`src/rtl/router.sv`:
```
// 5-port mesh NoC router: four 64-bit neighbour ports plus one 40-bit local PE port.
// Dimension-ordered (X then Y) routing; one-entry buffer per input, one-entry register per output.
// Optional macro ROUTER_RR_ARB_EN selects per-output round-robin arbitration; otherwise fixed
// priority local > up > down > left > right.
module router #(
  parameter logic [3:0]  LOCAL_ADDR     = 4'b0000,
  parameter int unsigned PACK_WIDTH     = 64,
  parameter int unsigned PACKET_D_WIDTH = 40
) (
  input  logic                      clk,
  input  logic                      rst,
  input  logic [PACK_WIDTH-1:0]     in_up_data,
  input  logic                      in_up_valid,
  output logic                      in_up_ready,
  input  logic [PACK_WIDTH-1:0]     in_down_data,
  input  logic                      in_down_valid,
  output logic                      in_down_ready,
  input  logic [PACK_WIDTH-1:0]     in_left_data,
  input  logic                      in_left_valid,
  output logic                      in_left_ready,
  input  logic [PACK_WIDTH-1:0]     in_right_data,
  input  logic                      in_right_valid,
  output logic                      in_right_ready,
  input  logic [PACKET_D_WIDTH-1:0] in_local_data,
  input  logic                      in_local_valid,
  output logic                      in_local_ready,
  output logic [PACK_WIDTH-1:0]     out_up_data,
  output logic                      out_up_valid,
  input  logic                      out_up_ready,
  output logic [PACK_WIDTH-1:0]     out_down_data,
  output logic                      out_down_valid,
  input  logic                      out_down_ready,
  output logic [PACK_WIDTH-1:0]     out_left_data,
  output logic                      out_left_valid,
  input  logic                      out_left_ready,
  output logic [PACK_WIDTH-1:0]     out_right_data,
  output logic                      out_right_valid,
  input  logic                      out_right_ready,
  output logic [PACKET_D_WIDTH-1:0] router_out1_data,
  output logic                      router_out1_valid,
  input  logic                      router_out1_ready,
  output logic [PACKET_D_WIDTH-1:0] router_out2_data,
  output logic                      router_out2_valid,
  input  logic                      router_out2_ready
);

  // Input index order: local, up, down, left, right (also the round-robin order).
  localparam int NumIn  = 5;
  localparam int NumNb  = 4;
  localparam int NumOut = 6;
  // Output indices.
  localparam int OutUp    = 0;
  localparam int OutDown  = 1;
  localparam int OutLeft  = 2;
  localparam int OutRight = 3;
  localparam int OutLoc1  = 4;
  localparam int OutLoc2  = 5;

  logic [PACK_WIDTH-1:0]     in_pkt [NumIn];
  logic [NumIn-1:0]          in_valid;
  logic [NumIn-1:0]          in_ready;
  logic [PACK_WIDTH-1:0]     buf_data_q [NumIn];
  logic [NumIn-1:0]          buf_valid_q;
  logic [2:0]                buf_route [NumIn];
  logic [NumIn-1:0]          req [NumOut];
  logic [NumOut-1:0]         out_valid_q;
  logic [NumOut-1:0]         out_ready;
  logic [NumOut-1:0]         can_load;
  logic [PACK_WIDTH-1:0]     nb_data_q [NumNb];
  logic [PACKET_D_WIDTH-1:0] loc_data_q [2];
  logic [NumOut-1:0]         gnt_any;
  logic [2:0]                gnt_idx [NumOut];
  logic [NumIn-1:0]          in_taken;

`ifdef ROUTER_RR_ARB_EN
  logic [2:0] rr_ptr_q [NumOut];
`endif

  // X first, then Y, then local delivery split by packet type.
  function automatic logic [2:0] route_pkt(input logic [3:0] dest, input logic [2:0] ptype);
    logic [1:0] dx, dy, lx, ly;
    dx = dest[3:2];
    dy = dest[1:0];
    lx = LOCAL_ADDR[3:2];
    ly = LOCAL_ADDR[1:0];
    if (dx > lx)              return 3'(OutRight);
    else if (dx < lx)         return 3'(OutLeft);
    else if (dy > ly)         return 3'(OutUp);
    else if (dy < ly)         return 3'(OutDown);
    else if (ptype == 3'b000) return 3'(OutLoc1);
    else                      return 3'(OutLoc2);
  endfunction

  // Local ingress is wrapped into the neighbour packet format with this node as source.
  assign in_pkt[0] = {in_local_data[39:36], LOCAL_ADDR, in_local_data[35:33], 13'b0, 7'b0,
                      in_local_data[32:0]};
  assign in_pkt[1] = in_up_data;
  assign in_pkt[2] = in_down_data;
  assign in_pkt[3] = in_left_data;
  assign in_pkt[4] = in_right_data;

  assign in_valid = {in_right_valid, in_left_valid, in_down_valid, in_up_valid, in_local_valid};
  assign in_ready = ~buf_valid_q;

  assign in_local_ready = in_ready[0];
  assign in_up_ready    = in_ready[1];
  assign in_down_ready  = in_ready[2];
  assign in_left_ready  = in_ready[3];
  assign in_right_ready = in_ready[4];

  assign out_ready = {router_out2_ready, router_out1_ready, out_right_ready, out_left_ready,
                      out_down_ready, out_up_ready};
  // An output accepts a new packet when empty or when its current one leaves this edge.
  assign can_load  = ~out_valid_q | out_ready;

  // Route decision and per-output request vectors from the buffered packets.
  always_comb begin
    for (int i = 0; i < NumIn; i++) begin
      buf_route[i] = route_pkt(buf_data_q[i][63:60], buf_data_q[i][55:53]);
    end
    for (int o = 0; o < NumOut; o++) begin
      for (int i = 0; i < NumIn; i++) begin
        req[o][i] = buf_valid_q[i] && (buf_route[i] == 3'(o));
      end
    end
  end

  // Per-output arbitration; each input requests exactly one output so grants never collide.
  always_comb begin
    int idx;
    idx      = 0;
    gnt_any  = '0;
    in_taken = '0;
    for (int o = 0; o < NumOut; o++) begin
      gnt_idx[o] = '0;
      if (can_load[o]) begin
        for (int k = 0; k < NumIn; k++) begin
`ifdef ROUTER_RR_ARB_EN
          idx = int'(rr_ptr_q[o]) + k;
          if (idx >= NumIn) idx = idx - NumIn;
`else
          idx = k;
`endif
          if (!gnt_any[o] && req[o][idx]) begin
            gnt_any[o] = 1'b1;
            gnt_idx[o] = 3'(idx);
          end
        end
      end
      if (gnt_any[o]) in_taken[gnt_idx[o]] = 1'b1;
    end
  end

  // Input buffers: fill on handshake, clear when moved into an output register.
  always_ff @(posedge clk or posedge rst) begin
    if (rst) begin
      buf_valid_q <= '0;
      for (int i = 0; i < NumIn; i++) buf_data_q[i] <= '0;
    end else begin
      for (int i = 0; i < NumIn; i++) begin
        if (in_valid[i] && in_ready[i]) begin
          buf_valid_q[i] <= 1'b1;
          buf_data_q[i]  <= in_pkt[i];
        end else if (in_taken[i]) begin
          buf_valid_q[i] <= 1'b0;
        end
      end
    end
  end

  // Output registers: hold until ready, reload on the same edge they drain.
  always_ff @(posedge clk or posedge rst) begin
    if (rst) begin
      out_valid_q <= '0;
      for (int o = 0; o < NumNb; o++) nb_data_q[o] <= '0;
      for (int l = 0; l < 2; l++) loc_data_q[l] <= '0;
    end else begin
      for (int o = 0; o < NumOut; o++) begin
        if (gnt_any[o])        out_valid_q[o] <= 1'b1;
        else if (out_ready[o]) out_valid_q[o] <= 1'b0;
      end
      for (int o = 0; o < NumNb; o++) begin
        if (gnt_any[o]) nb_data_q[o] <= buf_data_q[gnt_idx[o]];
      end
      for (int l = 0; l < 2; l++) begin
        if (gnt_any[OutLoc1+l]) begin
          loc_data_q[l] <= buf_data_q[gnt_idx[OutLoc1+l]][PACKET_D_WIDTH-1:0];
        end
      end
    end
  end

`ifdef ROUTER_RR_ARB_EN
  // Round-robin pointer moves to one past the input just granted.
  always_ff @(posedge clk or posedge rst) begin
    if (rst) begin
      for (int o = 0; o < NumOut; o++) rr_ptr_q[o] <= '0;
    end else begin
      for (int o = 0; o < NumOut; o++) begin
        if (gnt_any[o]) begin
          rr_ptr_q[o] <= (gnt_idx[o] == 3'(NumIn - 1)) ? 3'd0 : gnt_idx[o] + 3'd1;
        end
      end
    end
  end
`endif

  assign out_up_data       = nb_data_q[OutUp];
  assign out_down_data     = nb_data_q[OutDown];
  assign out_left_data     = nb_data_q[OutLeft];
  assign out_right_data    = nb_data_q[OutRight];
  assign router_out1_data  = loc_data_q[0];
  assign router_out2_data  = loc_data_q[1];
  assign out_up_valid      = out_valid_q[OutUp];
  assign out_down_valid    = out_valid_q[OutDown];
  assign out_left_valid    = out_valid_q[OutLeft];
  assign out_right_valid   = out_valid_q[OutRight];
  assign router_out1_valid = out_valid_q[OutLoc1];
  assign router_out2_valid = out_valid_q[OutLoc2];

endmodule

```
`config.mk`:
```
export PLATFORM = sky130hd
export DESIGN_NAME = router
export DESIGN_NICKNAME = d
export VERILOG_FILES = /design/src/rtl/router.sv
export SDC_FILE = /design/constraint.sdc
export NUM_CORES = 1
export LEC_CHECK = 0
export CAP_MARGIN = 10
export CORE_MARGIN = 5
export CORE_UTILIZATION = 45
export DETAILED_ROUTE_END_ITERATION = 10
export PLACE_DENSITY_LB_ADDON = 0.3
export RECOVER_POWER = 100
export SLEW_MARGIN = 20
export SYNTH_ARGS = -nofsm -noshare
export SYNTH_HDL_FRONTEND = slang
export SYNTH_SLANG_ARGS = --single-unit
```
`constraint.sdc`:
```
create_clock -name clk -period 26.2 [get_ports clk]
set_input_delay 3.93 -clock clk [delete_from_list [all_inputs] [get_ports clk]]
set_output_delay 3.93 -clock clk [all_outputs]
set_load 0.03 [all_outputs]
```
==> results.cfg, run 1 <==
[drt]
avgRoutedWirePerCell_um = 29.1
drt_iter0_drc = 2704
antenna_left = 0
vias = 24300
drt_pre_antenna_iters = 7
drcViolationCount = 0
totalWireLength_um = 114000
avgViaCountPerCell = 6.23

[finish]
stdcell_count = 3902
layout.nets = 3287
area_delta_synth_final_pct = 31.4
layout-drive-gt1-share = 0.154
nFillCells = 5102

[floorplanning]
core_area_sq_um = 64200
ios = 656
die_h_um = 264
initial_core_util = 0.453
num_rows = 93
die_w_um = 264
dieArea_sq_um = 69800

[worst_setup_path]
r2r_start = buf_data_q[190]
critPathSlowestCell = clkinvlp_2
criticalPathCategory = input port to async pin
critPathLaunchType = input port
crit_path_max_fanout = 133
r2r_setup_slack_ns = 17.90
cp_common_cell = clkbuf_1
slowest_delay_ns = 3.21
crit_path_cell_trace = dlygate4sd3_1 -> clkinvlp_2 -> clkbuf_1 -> clkbuf_1
worst-path-buf-inv = 4
crit_path_end_kind = async pin
crit_family = buffers and inverters
cp.arrival_ns = 13.55
timing.rr.end = out_up_data[9]
path_depth = 4
r2r.worst_path.cells = 8
crit_end = buf_data_q[198]
required_ns = 26.04
setup.worst_path.start = rst

[run_status]
status = complete, but fails checks
failed_checks = max-capacitance violations, max-slew violations

[grt]
antenna_found_initial = 20
grt_first_pass_wirelength_um = 168000
grt_pass1_vias = 25600
gr-total-overflow = 0
grt_usage = 0.315
grt_max_degree = 134

[logic_synthesis]
ys.flop_type = dfrtp_1
synth_seq_cells = 643
yosysWarnings = 0
synth_edf_count = 0
synthesis.nets = 2826
yosysSeqAreaShare = 0.553
async_flop_share = 1.00
synthCells = 2517
synth_area_per_cell_sq_um = 11.6
syn-cell-area_sq_um = 29100
synth_cell_types = 58

[cts]
cts.sinks = 643
cts-root-buf = clkbuf_16
clk_path_buf_depth = 3
clk_latency_ns = 0.61
htree_levels = 3
cts_tree = yes
postCtsSetupBuffers = 0
ctsHoldBuffers = 0
cts_buffers = 70
clk_pin_slew_ns = 0.06
cts_resized = 0

[placed_design]
dp_cells = 3760
port_buffers = 655
dpl.hpwl_um = 73000
place_congestion = 0.864

[power]
p_per_area_nw_per_um2 = 138
p_int_mw = 3.01
comb_power_share = 0.462
p_sw_frac = 0.431
p_clk_frac = 0.190
leakagePower_nw = 16.8
p_sw_mw = 2.28
ir_drop_uv = 97.0
power_frac_seq = 0.348

[hold_path]
worstHoldPathType = flop to flop

[sta]
rsz0062_at_grt = false
fin_setup_tns_ns = 0
worstMarginPinSlew_ns = 5.76
finClkSkew_ns = 0.0214
finalSetupViolCount = 0
timing.final.crit_share = 0.523
maxSlewHeadroom = -2.86
period_needed_ns = 13.71
hold_viol = 0
clock.fmax_mhz = 73.0
finalMaxSlewViolations = 1228

[run]
maxCapViolCount = 26
==> worst min path at each step <==
stage	start	endpoint	slack, ns	cells past startpoint
4_1_cts	out_down_data[10]	out_down_data[10]	0.38	0
2_1_floorplan	buf_data_q[40]	out_right_data[40]	0.49	2
3_3_place_gp	out_down_data[59]	out_down_data[59]	0.36	0
3_5_place_dp	out_down_data[15]	out_down_data[15]	0.36	0
6_report	out_down_data[10]	out_down_data[10]	0.37	0
5_1_grt	out_down_data[10]	out_down_data[10]	0.38	0
==> registers in the layout (all words and copies together), names as in the netlist, 6 cells and up <==
register          cells
buf_data_q          296
out_down_data        64
out_left_data        64
out_right_data       64
out_up_data          64
out_valid_q           6
router_out1_data     40
router_out2_data     40
==> logic make-up after synthesis <==
group,synth area share
AO/OA/AOI/OAI,0.156
multiplexers,0.190
flip-flops,0.553
buffers and inverters,0.0446
AND/OR/NAND/NOR,0.0557
==> final cells by class <==
cell class	count	area, sq um	area share
repair buffers	702	6840	0.179
flip-flops and latches	643	16100	0.421
inverters	6	23.8	0.000622
multi-input cells	1555	11800	0.310
well taps	855	1070	0.0280
clock buffers	101	2030	0.0531
clock inverters	25	290	0.00760
diodes	15	37.5	0.000982
==> cell usage after synthesis, types with 4 or more instances <==
cell / count / share of area
a21oi_1: 102 / 0.018
a222oi_1: 57 / 0.020
a22o_1: 40 / 0.012
a22oi_1: 24 / 0.0062
a31oi_1: 25 / 0.0054
a41oi_1: 35 / 0.011
and3_1: 4 / 0.00086
buf_1: 12 / 0.0015
buf_2: 31 / 0.0053
buf_6: 8 / 0.0031
clkbuf_1: 262 / 0.034
dfrtp_1: 643 / 0.55
inv_1: 6 / 0.00077
mux2_1: 17 / 0.0066
mux2_2: 303 / 0.12
mux2i_1: 193 / 0.066
nand2_1: 157 / 0.020
nand3_1: 7 / 0.0012
nor2_1: 155 / 0.020
nor2b_1: 19 / 0.0041
nor3_1: 6 / 0.0010
o21ai_0: 225 / 0.039
o21ai_1: 7 / 0.0012
o22a_1: 85 / 0.026
o2bb2ai_1: 38 / 0.011
o32a_1: 7 / 0.0024
==> per-layer routing <==
metal,up-vias,track usage,share of wire
met2,1711,0.498,0.46
met4,12,0.148,0.051
li1,10100,-,-
met5,-,0,0.00058
met3,410,0.0916,0.11
met1,12100,0.402,0.37
==> cells in the final DEF (no fill, tap or decap), types with 4 or more instances in the layout <==
master / instances
nor2_4: 4
mux2i_1: 193
clkbuf_1: 37
o22a_1: 85
o32a_1: 7
o2bb2ai_1: 38
dfrtp_1: 643
a21oi_1: 101
a31oi_1: 27
nand3_1: 7
a22o_1: 40
mux2_1: 19
o21ai_0: 228
diode_2: 15
a41oi_1: 34
a222oi_1: 57
bufinv_16: 4
inv_1: 5
nor2_1: 149
dlygate4sd3_1: 359
a22oi_1: 24
clkinv_2: 13
clkbuf_8: 14
nor3_1: 5
clkdlybuf4s50_1: 296
and3_1: 4
buf_4: 25
nand2_1: 155
mux2_2: 301
nor2b_1: 17
clkbuf_16: 71
==> metrics by stage <==
step / hold slack (ns) / utilization / total power [mW] / cell area [sq um] / setup WS [ns]
floorplan: 0.492 / - / 3.28 / 29100 / 4.26
global placement: 0.364 / 0.560 / 4.19 / 36000 / 18.73
detailed placement: 0.364 / 0.560 / 4.27 / 36000 / 18.62
CTS: 0.377 / 0.597 / 5.29 / 38300 / 19.28
global route: 0.380 / 0.595 / 5.52 / 38200 / 10.50
finish: 0.366 / 0.595 / 5.29 / 38200 / 12.49
==> power groups by stage <==
stage	Sequential [mW]	Combinational [mW]	Clock, mW
2_1_floorplan	1.99	1.29	0
3_3_place_gp	1.83	2.37	0
3_5_place_dp	1.84	2.43	0
4_1_cts	1.83	2.44	1.02
5_1_grt	1.88	2.58	1.06
6_report	1.84	2.44	1.01
Note: power is estimated with default switching activity, not from simulation.
==> run 2: changes to the inputs <==
clock period = 13.5 ns   (was 26.2 ns; I/O delays follow)
==> run 2 against run 1 <==
Effect of this change:
- the flow still finishes with violations (max-capacitance violations, max-slew violations)
- critical path depth did not move
- sequential share of layout area fell by 0.19 points
- via count rose by 0.41%
- worst hold slack improved by 0.00070 ns
- cell count barely moved
- total power rose by 95%
- register-to-register slack got worse by 11 ns
- wire length fell by 0.26%
- global-route usage fell by 0.15 points
- clock skew rose by 0.012 ns
- setup slack got worse by 6.7 ns
- clock power rose by 100%
- critical endpoint is now buf_data_q[203]
- largest cell class unchanged
- largest power group unchanged
==> results.cfg, run 2 (synthesized netlist as in run 1, its figures left out) <==
[run_status]
status = complete, but fails checks
failed_checks = max-capacitance violations, max-slew violations

[finish]
layout-drive-gt1-share = 0.157
layout_commonest_cell = dfrtp_1
stdcell_count = 3900
final_cell_mix = 643 x dfrtp_1, 359 x dlygate4sd3_1, 303 x mux2_2, 296 x clkdlybuf4s50_1, 229 x o21ai_0
layout.nets = 3284
area_delta_synth_final_pct = 32.0
fin_util = 0.598
largest_reg_flops = 296
top_register = buf_data_q

[drt]
avgRoutedWirePerCell_um = 29.1
totalWireLength_um = 113000
avgViaCountPerCell = 6.25
antenna_left = 0
vias = 24400
drcViolationCount = 0
drt_pre_antenna_iters = 7
drt_iter0_drc = 2592

[floorplanning]
ios = 656
initial_core_util = 0.453
num_rows = 93
die_w_um = 264
die_h_um = 264
core_area_sq_um = 64200
dieArea_sq_um = 69800

[placed_design]
dp_cells = 3757
port_buffers = 655
place_congestion = 0.881
dpl.hpwl_um = 73500
pre_cts_ws_ns = 8.24

[power]
total_power_mw = 10.3
p_per_area_nw_per_um2 = 268
leakagePower_nw = 16.8
ir_drop_uv = 231

[cts]
postCtsSetupBuffers = 0
cts-root-buf = clkbuf_16
cts_tree = yes
clk_pin_slew_ns = 0.06
clk_path_buf_depth = 3
htree_levels = 3
cts_buffers = 70
cts_resized = 0
ctsHoldBuffers = 0
clk_latency_ns = 0.63
cts.sinks = 643

[grt]
groute.layer.met2.usage = 0.494
antenna_found_initial = 18
grt_max_degree = 169
grt_usage = 0.313
gr-total-overflow = 0
grt_pass1_vias = 25800
grt_busiest_layer = met2
use_met1 = 0.393
use_met3 = 0.0911
grt_first_pass_wirelength_um = 168000

[sta]
finalSetupViolCount = 0
finClkSkew_ns = 0.0332
maxSlewHeadroom = -1.45
hold_viol = 0
timing.final.crit_share = 0.571
worstMarginPinSlew_ns = 3.68
clock.fmax_mhz = 130
fin_setup_tns_ns = 0
setup_slack_ns = 5.79
period_needed_ns = 7.71
finalMaxSlewViolations = 701
rsz0062_at_grt = false

[worst_setup_path]
r2r_start = buf_valid_q[1]
critPathLaunchType = input port
criticalPathCategory = input port to flop
crit_end = buf_data_q[203]
timing.rr.end = buf_data_q[203]
setup.worst_path.start = in_up_valid
r2r_setup_slack_ns = 7.31
r2r.worst_path.cells = 3
crit_path_max_fanout = 41
required_ns = 13.98
crit_path_end_kind = flop
cp.arrival_ns = 8.19

[hold_path]
holdCritStartpoint = out_left_data[30]
worstHoldPathType = flop to flop

[run]
maxCapViolCount = 18
## run 2: metrics by stage
step / hold WS, ns / cell area [sq um]
floorplan: 0.492 / 29100
global placement: 0.364 / 36000
detailed placement: 0.364 / 36000
CTS: 0.377 / 38500
global route: 0.382 / 38400
finish: 0.367 / 38400
## run 2: metal layers
metal,wire length [um],share of wire
met1,41300,0.36
met5,55,0.00049
met3,12900,0.11
met4,6600,0.058
met2,52500,0.46
## run 2: report_power, final
group          internal, mW  switching [mW]
clock                  1.20           0.830
sequential             2.72           0.853
combinational          1.95            2.75
total                  5.87            4.43
## run 2: worst min path at each step
stage                               endpoint  slack, ns  cells past startpoint
after floorplan           out_right_data[40]       0.49                      2
final                      out_left_data[30]       0.37                      0
after CTS                   out_left_data[1]       0.38                      0
after detailed placement   out_down_data[11]       0.36                      0
after global routing        out_left_data[1]       0.38                      0
after global placement     out_down_data[35]       0.36                      0
## run 2: worst max-delay path, cell delays in order
cell	delay (ns)
dlygate4sd3_1	0.56
nor2b_1	2.43
clkbuf_1	2.60
mux2_2	0.50
## run 2: cell type report
cell class              instances  area, sq um
diodes                         16         40.0
clock buffers                 101         2030
clock inverters                25          433
fillers                      5092        25800
inverters                       6         26.3
multi-input cells            1555        11800
flip-flops and latches        643        16100
well taps                     855         1070
repair buffers                699         6860
